===== config.mk =====
export PLATFORM = sky130hd
export DESIGN_NAME = shift_add_mult_4
export DESIGN_NICKNAME = d
export VERILOG_FILES = /design/src/rtl/mult_pkg.sv /design/src/rtl/ripple_adder_4.sv /design/src/rtl/shift_add_mult_4.sv
export SDC_FILE = /design/constraint.sdc
export NUM_CORES = 1
export LEC_CHECK = 0
export ABC_AREA = 0
export CAP_MARGIN = 10
export CORE_MARGIN = 2
export CORE_UTILIZATION = 49
export CTS_CLUSTER_DIAMETER = 60
export DETAILED_ROUTE_END_ITERATION = 6
export PLACE_DENSITY = 0.77
export SLEW_MARGIN = 10
export SYNTH_ARGS = -nofsm -noshare
export SYNTH_HDL_FRONTEND = slang
export SYNTH_SLANG_ARGS = --single-unit

===== constraint.sdc =====
create_clock -name clk -period 2.7 [get_ports clk]
set_input_delay 0.54 -clock clk [delete_from_list [all_inputs] [get_ports clk]]
set_output_delay 0.54 -clock clk [all_outputs]
set_load 0.02 [all_outputs]

===== src/rtl/mult_pkg.sv =====
`default_nettype none
// ============================================================================
// Package  : mult_pkg
// Purpose  : Shared types and sizing for the sequential shift-add multiplier.
// Revision : 1.0 - initial release
// ============================================================================
package mult_pkg;

    localparam int WIDTH = 4;
    localparam int ITER  = WIDTH;
    localparam int CNT_W = $clog2(ITER);

    typedef enum logic [0:0] {
        IDLE = 1'b0,
        CALC = 1'b1
    } state_t;

endpackage : mult_pkg
`default_nettype wire


===== src/rtl/ripple_adder_4.sv =====
`default_nettype none
// ============================================================================
// Module   : ripple_adder_4
// Purpose  : 4-bit combinational ripple-carry adder.
// Revision : 1.0 - initial release
// ============================================================================
module ripple_adder_4 (
    input  logic [3:0] in1,
    input  logic [3:0] in2,
    input  logic       cin,
    output logic [3:0] sum,
    output logic       cout
);

    logic [4:0] w_c;

    assign w_c[0] = cin;

    generate
        for (genvar i = 0; i < 4; i++) begin : g_bit
            assign sum[i]   = in1[i] ^ in2[i] ^ w_c[i];
            assign w_c[i+1] = (in1[i] & in2[i]) | (w_c[i] & (in1[i] ^ in2[i]));
        end
    endgenerate

    assign cout = w_c[4];

endmodule : ripple_adder_4
`default_nettype wire


===== src/rtl/shift_add_mult_4.sv =====
`default_nettype none
// ============================================================================
// Module   : shift_add_mult_4
// Purpose  : Sequential 4x4 unsigned multiplier, one add/shift per cycle
//            through a single shared ripple_adder_4.
// Revision : 1.0 - initial release
// ============================================================================
module shift_add_mult_4
    import mult_pkg::*;
#(
    parameter int WIDTH = 4
) (
    input  logic                 clk,
    input  logic                 rst_n,
    input  logic                 start,
    input  logic [WIDTH-1:0]     in1,
    input  logic [WIDTH-1:0]     in2,
    output logic                 ready,
    output logic                 busy,
    output logic                 done,
    output logic [2*WIDTH-1:0]   product
);

    state_t             r_state;
    logic [WIDTH-1:0]   r_m;
    logic [WIDTH-1:0]   r_a;
    logic [WIDTH-1:0]   r_q;
    logic [CNT_W-1:0]   r_cnt;
    logic               r_done;
    logic [2*WIDTH-1:0] r_product;

    logic [WIDTH-1:0]   w_addend;
    logic [WIDTH-1:0]   w_sum;
    logic               w_cout;
    logic [WIDTH-1:0]   w_a_next;
    logic [WIDTH-1:0]   w_q_next;

    // Q[0] selects the addend; the adder itself is never idled.
    assign w_addend = r_q[0] ? r_m : '0;

    ripple_adder_4 u_add (
        .in1  (r_a),
        .in2  (w_addend),
        .cin  (1'b0),
        .sum  (w_sum),
        .cout (w_cout)
    );

    // {cout,sum,Q} >> 1: the carry shifts straight into A[3], so the
    // post-shift carry bit is always zero and needs no flop of its own.
    assign w_a_next = {w_cout, w_sum[WIDTH-1:1]};
    assign w_q_next = {w_sum[0], r_q[WIDTH-1:1]};

    assign ready   = (r_state == IDLE);
    assign busy    = ~ready;
    assign done    = r_done;
    assign product = r_product;

    always_ff @(posedge clk or negedge rst_n) begin
        if (!rst_n) begin
            r_state   <= IDLE;
            r_m       <= '0;
            r_a       <= '0;
            r_q       <= '0;
            r_cnt     <= '0;
            r_done    <= 1'b0;
            r_product <= '0;
        end else begin
            r_done <= 1'b0;
            case (r_state)
                IDLE: begin
                    if (start) begin
                        r_m     <= in1;
                        r_q     <= in2;
                        r_a     <= '0;
                        r_cnt   <= '0;
                        r_state <= CALC;
                    end
                end
                CALC: begin
                    r_a <= w_a_next;
                    r_q <= w_q_next;
                    if (r_cnt == CNT_W'(ITER - 1)) begin
                        r_product <= {w_a_next, w_q_next};
                        r_done    <= 1'b1;
                        r_state   <= IDLE;
                    end else begin
                        r_cnt <= r_cnt + CNT_W'(1);
                    end
                end
                default: r_state <= IDLE;
            endcase
        end
    end

endmodule : shift_add_mult_4
`default_nettype wire

* Word level (Yosys, flattened, before mapping)
Cells that the tools add are included.
** Storage, ports and cells
- Word-level logic and storage cells :: 45
- Input bits :: 11
- Flip-flop bits (word level) :: 24
** Cells by class
- Bitwise operators :: 18
- Reductions and logical operators :: 3
- Add/sub/neg operators :: 1
- Equality and inequality tests :: 3
- Multiplexer cells :: 13
** Operators by type and width (number)
- 4-bit one-hot mux with 2 select lines :: 2
- 4-bit 2-to-1 mux :: 3
- 1-bit bitwise AND :: 7
- 1-bit XOR :: 7
- 2-bit AND reduction :: 3
- 1-bit 2-to-1 mux :: 4
- 2-bit 2-to-1 mux :: 2
- 2-bit inequality test (second input constant) :: 2
- 2-bit one-hot mux with 2 select lines :: 1
- 1-bit bitwise OR :: 3
- 2-bit by 1-bit adder with 2-bit output (second input constant) :: 1
- 2-bit equality test (second input constant) :: 1
- 1-bit one-hot mux with 2 select lines :: 1
- 1-bit NOT :: 1

* Logic depth before layout (Yosys ltp)
- Depth in word-level cells :: 9
- Mapped depth :: 8

* Cells and area by module
A second synthesis with hierarchy kept.
** Unflattened totals
- Cell total of the unflattened synthesis :: 86
- Area, all modules :: 1113.6 um^2
** By module, submodules not included
- shift_add_mult_4 :: times used 1, area an instance 996.0 um^2, cells each 72
- ripple_adder_4 :: times used 1, area an instance 117.6 um^2, cells each 14

* Worst setup path after synthesis
No wires, ideal clock.
- Kind :: reg-to-reg
- From :: reg r_q[0]
- To :: reg r_product[6] (netlist: product[6])
- Path buffers :: 0
- Stages on the path, launching flop included :: 9
- Path slack :: 0.558 ns
- Arrival time :: 2.078 ns
- Clock period less this slack :: 2.142 ns
- Library setup time :: 0.065 ns
- Cell sequence :: dfrtp_1 > and2_1 > ha_1 > fa_1 > fa_1 > inv_1 > fa_1 > inv_1 > mux2_2
** On the way
- Longest elaborated chain between the ends :: 7
** Ends and longest elaborated chain
- start, declared :: RTL line shift_add_mult_4.sv:27 : logic [WIDTH-1:0] r_q;
- start signal, assigned :: RTL line shift_add_mult_4.sv:74 : r_q <= in2;
- start signal, assigned :: RTL line shift_add_mult_4.sv:82 : r_q <= w_q_next;
- 4-bit 2-to-1 mux (*) :: RTL line shift_add_mult_4.sv:39 : assign w_addend = r_q[0] ? r_m : '0;
- 1-bit bitwise AND or 1-bit XOR (tied branches) :: RTL line ripple_adder_4.sv:22 : assign w_c[i+1] = (in1[i] & in2[i]) | (w_c[i] & (in1[i] ^ in2[i]));
- 1-bit bitwise AND :: RTL line ripple_adder_4.sv:22
- 1-bit bitwise OR :: RTL line ripple_adder_4.sv:22
- 1-bit bitwise AND :: RTL line ripple_adder_4.sv:22
- 1-bit bitwise OR :: RTL line ripple_adder_4.sv:22
- 1-bit XOR (*) :: RTL line ripple_adder_4.sv:21 : assign sum[i] = in1[i] ^ in2[i] ^ w_c[i];
- end signal, assigned :: RTL line shift_add_mult_4.sv:84 : r_product <= {w_a_next, w_q_next};
- end, declared :: RTL line shift_add_mult_4.sv:30 : logic [2*WIDTH-1:0] r_product;
Mark *: on every way between the ends. The rest lies on a longest branch, timed or not.
A chain may end at the register's enable or synchronous reset.

* Final worst setup path
Same ends and word-level chain as after synthesis.

==> reports/metrics.csv <==
stage;metric;value;unit
synth;register area share after synthesis;55.81;%
drt;initial DRC count;12;
setup_path;Critical Path RT;2950;ps
clocking;Hold-fix buffers, CTS;0;
drt;vias;654;
final_layout;# diodes;0;
synth;Avg Inst Size Synth;13.62;sq um
drt;via/cell ratio;5.031;
final_layout;most common library cell in the layout ignoring fill and taps;dfrtp_1;
clocking;# clock sinks;24;
clocking;Post-CTS Resized;0;
clocking;Post-CTS Setup Bufs;0;
setup_path;CP Class;register to register;
global_routing;first-pass GRT wire length;3153;um
placed_design;HPWL after detailed placement;1337;um
synth;largest family of logic cells by synthesized area;multiplexers;
timing;final clock skew;2.187;ps
floorplanning;Initial Util;53.22;%
worst_hold_path;Hold Path Class;register to register;
timing;Min Clock Period, post-route;2251;ps
power_and_ir_drop;Sw Pwr;498.2;uW
synth;mux cell area share after synthesis;17.09;%
global_routing;pin count of the biggest net entering global routing;25;
drt;# DRC;0;
global_routing;All-Layer GR Usage;16.45;%
synth;Yosys reg bits;24;
setup_path;reg2reg path depth;8;
clocking;Num CTS Buffers;3;
timing;fin. max-slew vios;0;
floorplanning;# rows;16;
clocking;# H-tree levels;1;
power_and_ir_drop;sequential share of power;42.8;%
synth;Synth Instances;79;
timing;final-report setup violation count;0;
status;outcome;finished, final reports clean;
clocking;CTS tree;done;
setup_path;Worst R2R Start;r_q[0];
power_and_ir_drop;part of the power in the clock network;10.4;%
floorplanning;die width;50.86;um
floorplanning;area of the die;2587;sq um
setup_path;CP Launch Type;register;
timing;slew margin rel.;72.89;%
clocking;Root Buffer;clkbuf_4;
power_and_ir_drop;Int Pwr;919.8;uW
placed_design;Port Buffers;21;
floorplanning;Die H;50.86;um
synth;Post-Synth Adder-Cell Area;7.907;%
flow_run;maxcap violations;0;
placed_design;Post-DP Area;1315;sq um
setup_path;CP Capture Type;register;
timing;RSZ-0062 raised after global routing;no;
drt;WL per Instance;13.27;um
final_layout;Seq. cell area;600.6;sq um
floorplanning;# IOs;22;
drt;Routed WL;1725;um
clocking;clk slew on worst S/H paths;120;ps
timing;final hold vios;0;
synth;post-synthesis compound-gate area fraction;6.977;%
setup_path;worst-path fanout max;5;
timing;Setup TNS;0;ps
global_routing;GRT Residual Overflow;0;
setup_path;Reg-to-Reg End;product[6];
final_layout;most frequent cells in the layout;dfrtp_1, clkdlybuf4s50_1, mux2_2;
setup_path;worst setup path end;product[6];
global_routing;initial antenna violation count;0;
setup_path;worst path arrival time;2500;ps
timing;Slew @ Worst Pin;405.1;ps
worst_hold_path;HP Start;r_a[3];
final_layout;area grow syn2layout;24.30;%
synth;simple-gate share of the synthesized area;6.744;%
synth;synthesized area;1076;sq um
final_layout;final std cell area, no fill;1338;sq um
synth;Syn Nets;95;
synth;xor/xnor share of the synthesized area;0.8140;%
power_and_ir_drop;power per cell area;1060;nW/um^2
clocking;Worst-Skew Late Latency;300;ps
clocking;CTS max path bufs;2;
power_and_ir_drop;combinational fraction of design power;46.8;%
drt;count of antenna-violating nets left after detailed routing;0;
synth;Syn. warnings;0;
placed_design;final RePlAce weighted congestion;0.7338;
final_layout;nets;121;
timing;fmax;444.3;MHz
final_layout;Multi-input gate area;425.4;sq um
setup_path;CP Launch Point;r_q[0];
timing;period utilization;83.36;%
final_layout;layout cells sized above 1;18.45;%
drt;drt pass-1 iters;3;
power_and_ir_drop;Sw Ratio;35.14;%
synth;synth unique cells;20;
floorplanning;core area;2022;sq um
global_routing;vias in the first global route;732;
power_and_ir_drop;VDD IR max;514.8;uV
final_layout;FILL cells;175;
power_and_ir_drop;Lkg Pwr;0.6223;nW
setup_path;reg2reg setup slack;450;ps
[metrics by stage]
stage / hold WS, ps / utilization [%] / total power, mW / instances / setup WS [ps]
floorplan: 244.4 / - / 1.051 / 79 / 557.6
global placement: 481.0 / 65.04 / 1.265 / 127 / 523.1
detailed placement: 482.4 / 65.04 / 1.294 / 127 / 464.0
CTS: 517.3 / 66.15 / 1.442 / 130 / 436.9
global route: 533.4 / 66.15 / 1.547 / 130 / 313.6
finish: 512.2 / 66.15 / 1.418 / 130 / 449.4
[power by group through the flow]
stage	Clock (mW)	Combinational (mW)	Sequential, mW
after floorplan	0	0.377	0.674
after global placement	0	0.656	0.609
after detailed placement	0	0.676	0.618
after CTS	0.156	0.677	0.610
after global routing	0.175	0.741	0.631
final	0.147	0.664	0.608
[kinds of logic after synthesis]
logic type | after synthesis
DFF | 24
muxes | 17
and+or+nand+nor | 12
AOI/OAI and AO/OA | 11
buffers and inverters | 9
adders and majority gates | 5
xor gates and xnor gates | 1
[critical path, cell delays in order, from the launching register on]
cell and delay, ps:
dfrtp_1 430, and2_1 160, ha_1 180, fa_1 370
fa_1 360, inv_1 80, fa_1 400, inv_1 80
mux2_2 150
[per-layer routing]
layer	track usage (%)	vias up	wire, um
met5	0	-	0
met4	7.207	0	0
met3	4.386	0	65
met2	27.63	12	906
met1	19.96	326	753
li1	-	316	-
[final cells by class]
class | instances | area share, %
Inverter | 6 | 1.684
Sequential cell | 24 | 44.90
Timing Repair Buffer | 24 | 17.40
Clock buffer | 3 | 1.684
Multi-Input combinational cell | 46 | 31.81
Tap cell | 27 | 2.526
[Yosys cell counts (all sizes together)]
library cell | instances | area [sq um]
a22o | 3 | 26.28
nand2 | 6 | 30.03
nand2b | 1 | 6.260
o21ai | 4 | 20.02
mux2 | 11 | 123.9
xor2 | 1 | 8.760
o22ai | 1 | 6.260
and2 | 3 | 18.77
nor2b | 1 | 13.76
inv | 6 | 22.52
buf | 3 | 27.52
ha | 2 | 25.02
nor2 | 1 | 3.750
mux2i | 6 | 60.06
a21oi | 1 | 5.000
dfrtp | 24 | 600.6
o2bb2ai | 2 | 17.52
fa | 3 | 60.06
[worst min-delay path by stage]
stage	cells past startpoint	slack, ps	to
6_report	1	510	r_a[3]
5_1_grt	1	530	r_a[3]
4_1_cts	1	520	r_a[3]
3_5_place_dp	1	480	r_a[3]
3_3_place_gp	1	480	r_a[3]
2_1_floorplan	0	240	busy
[sequential cells by signal (all words and copies together) (netlist names)]
signal and count:
busy 1, done 1, product 8, r_a 4, r_cnt 2, r_m 4
r_q 4
(Power assumes the default switching activity.)
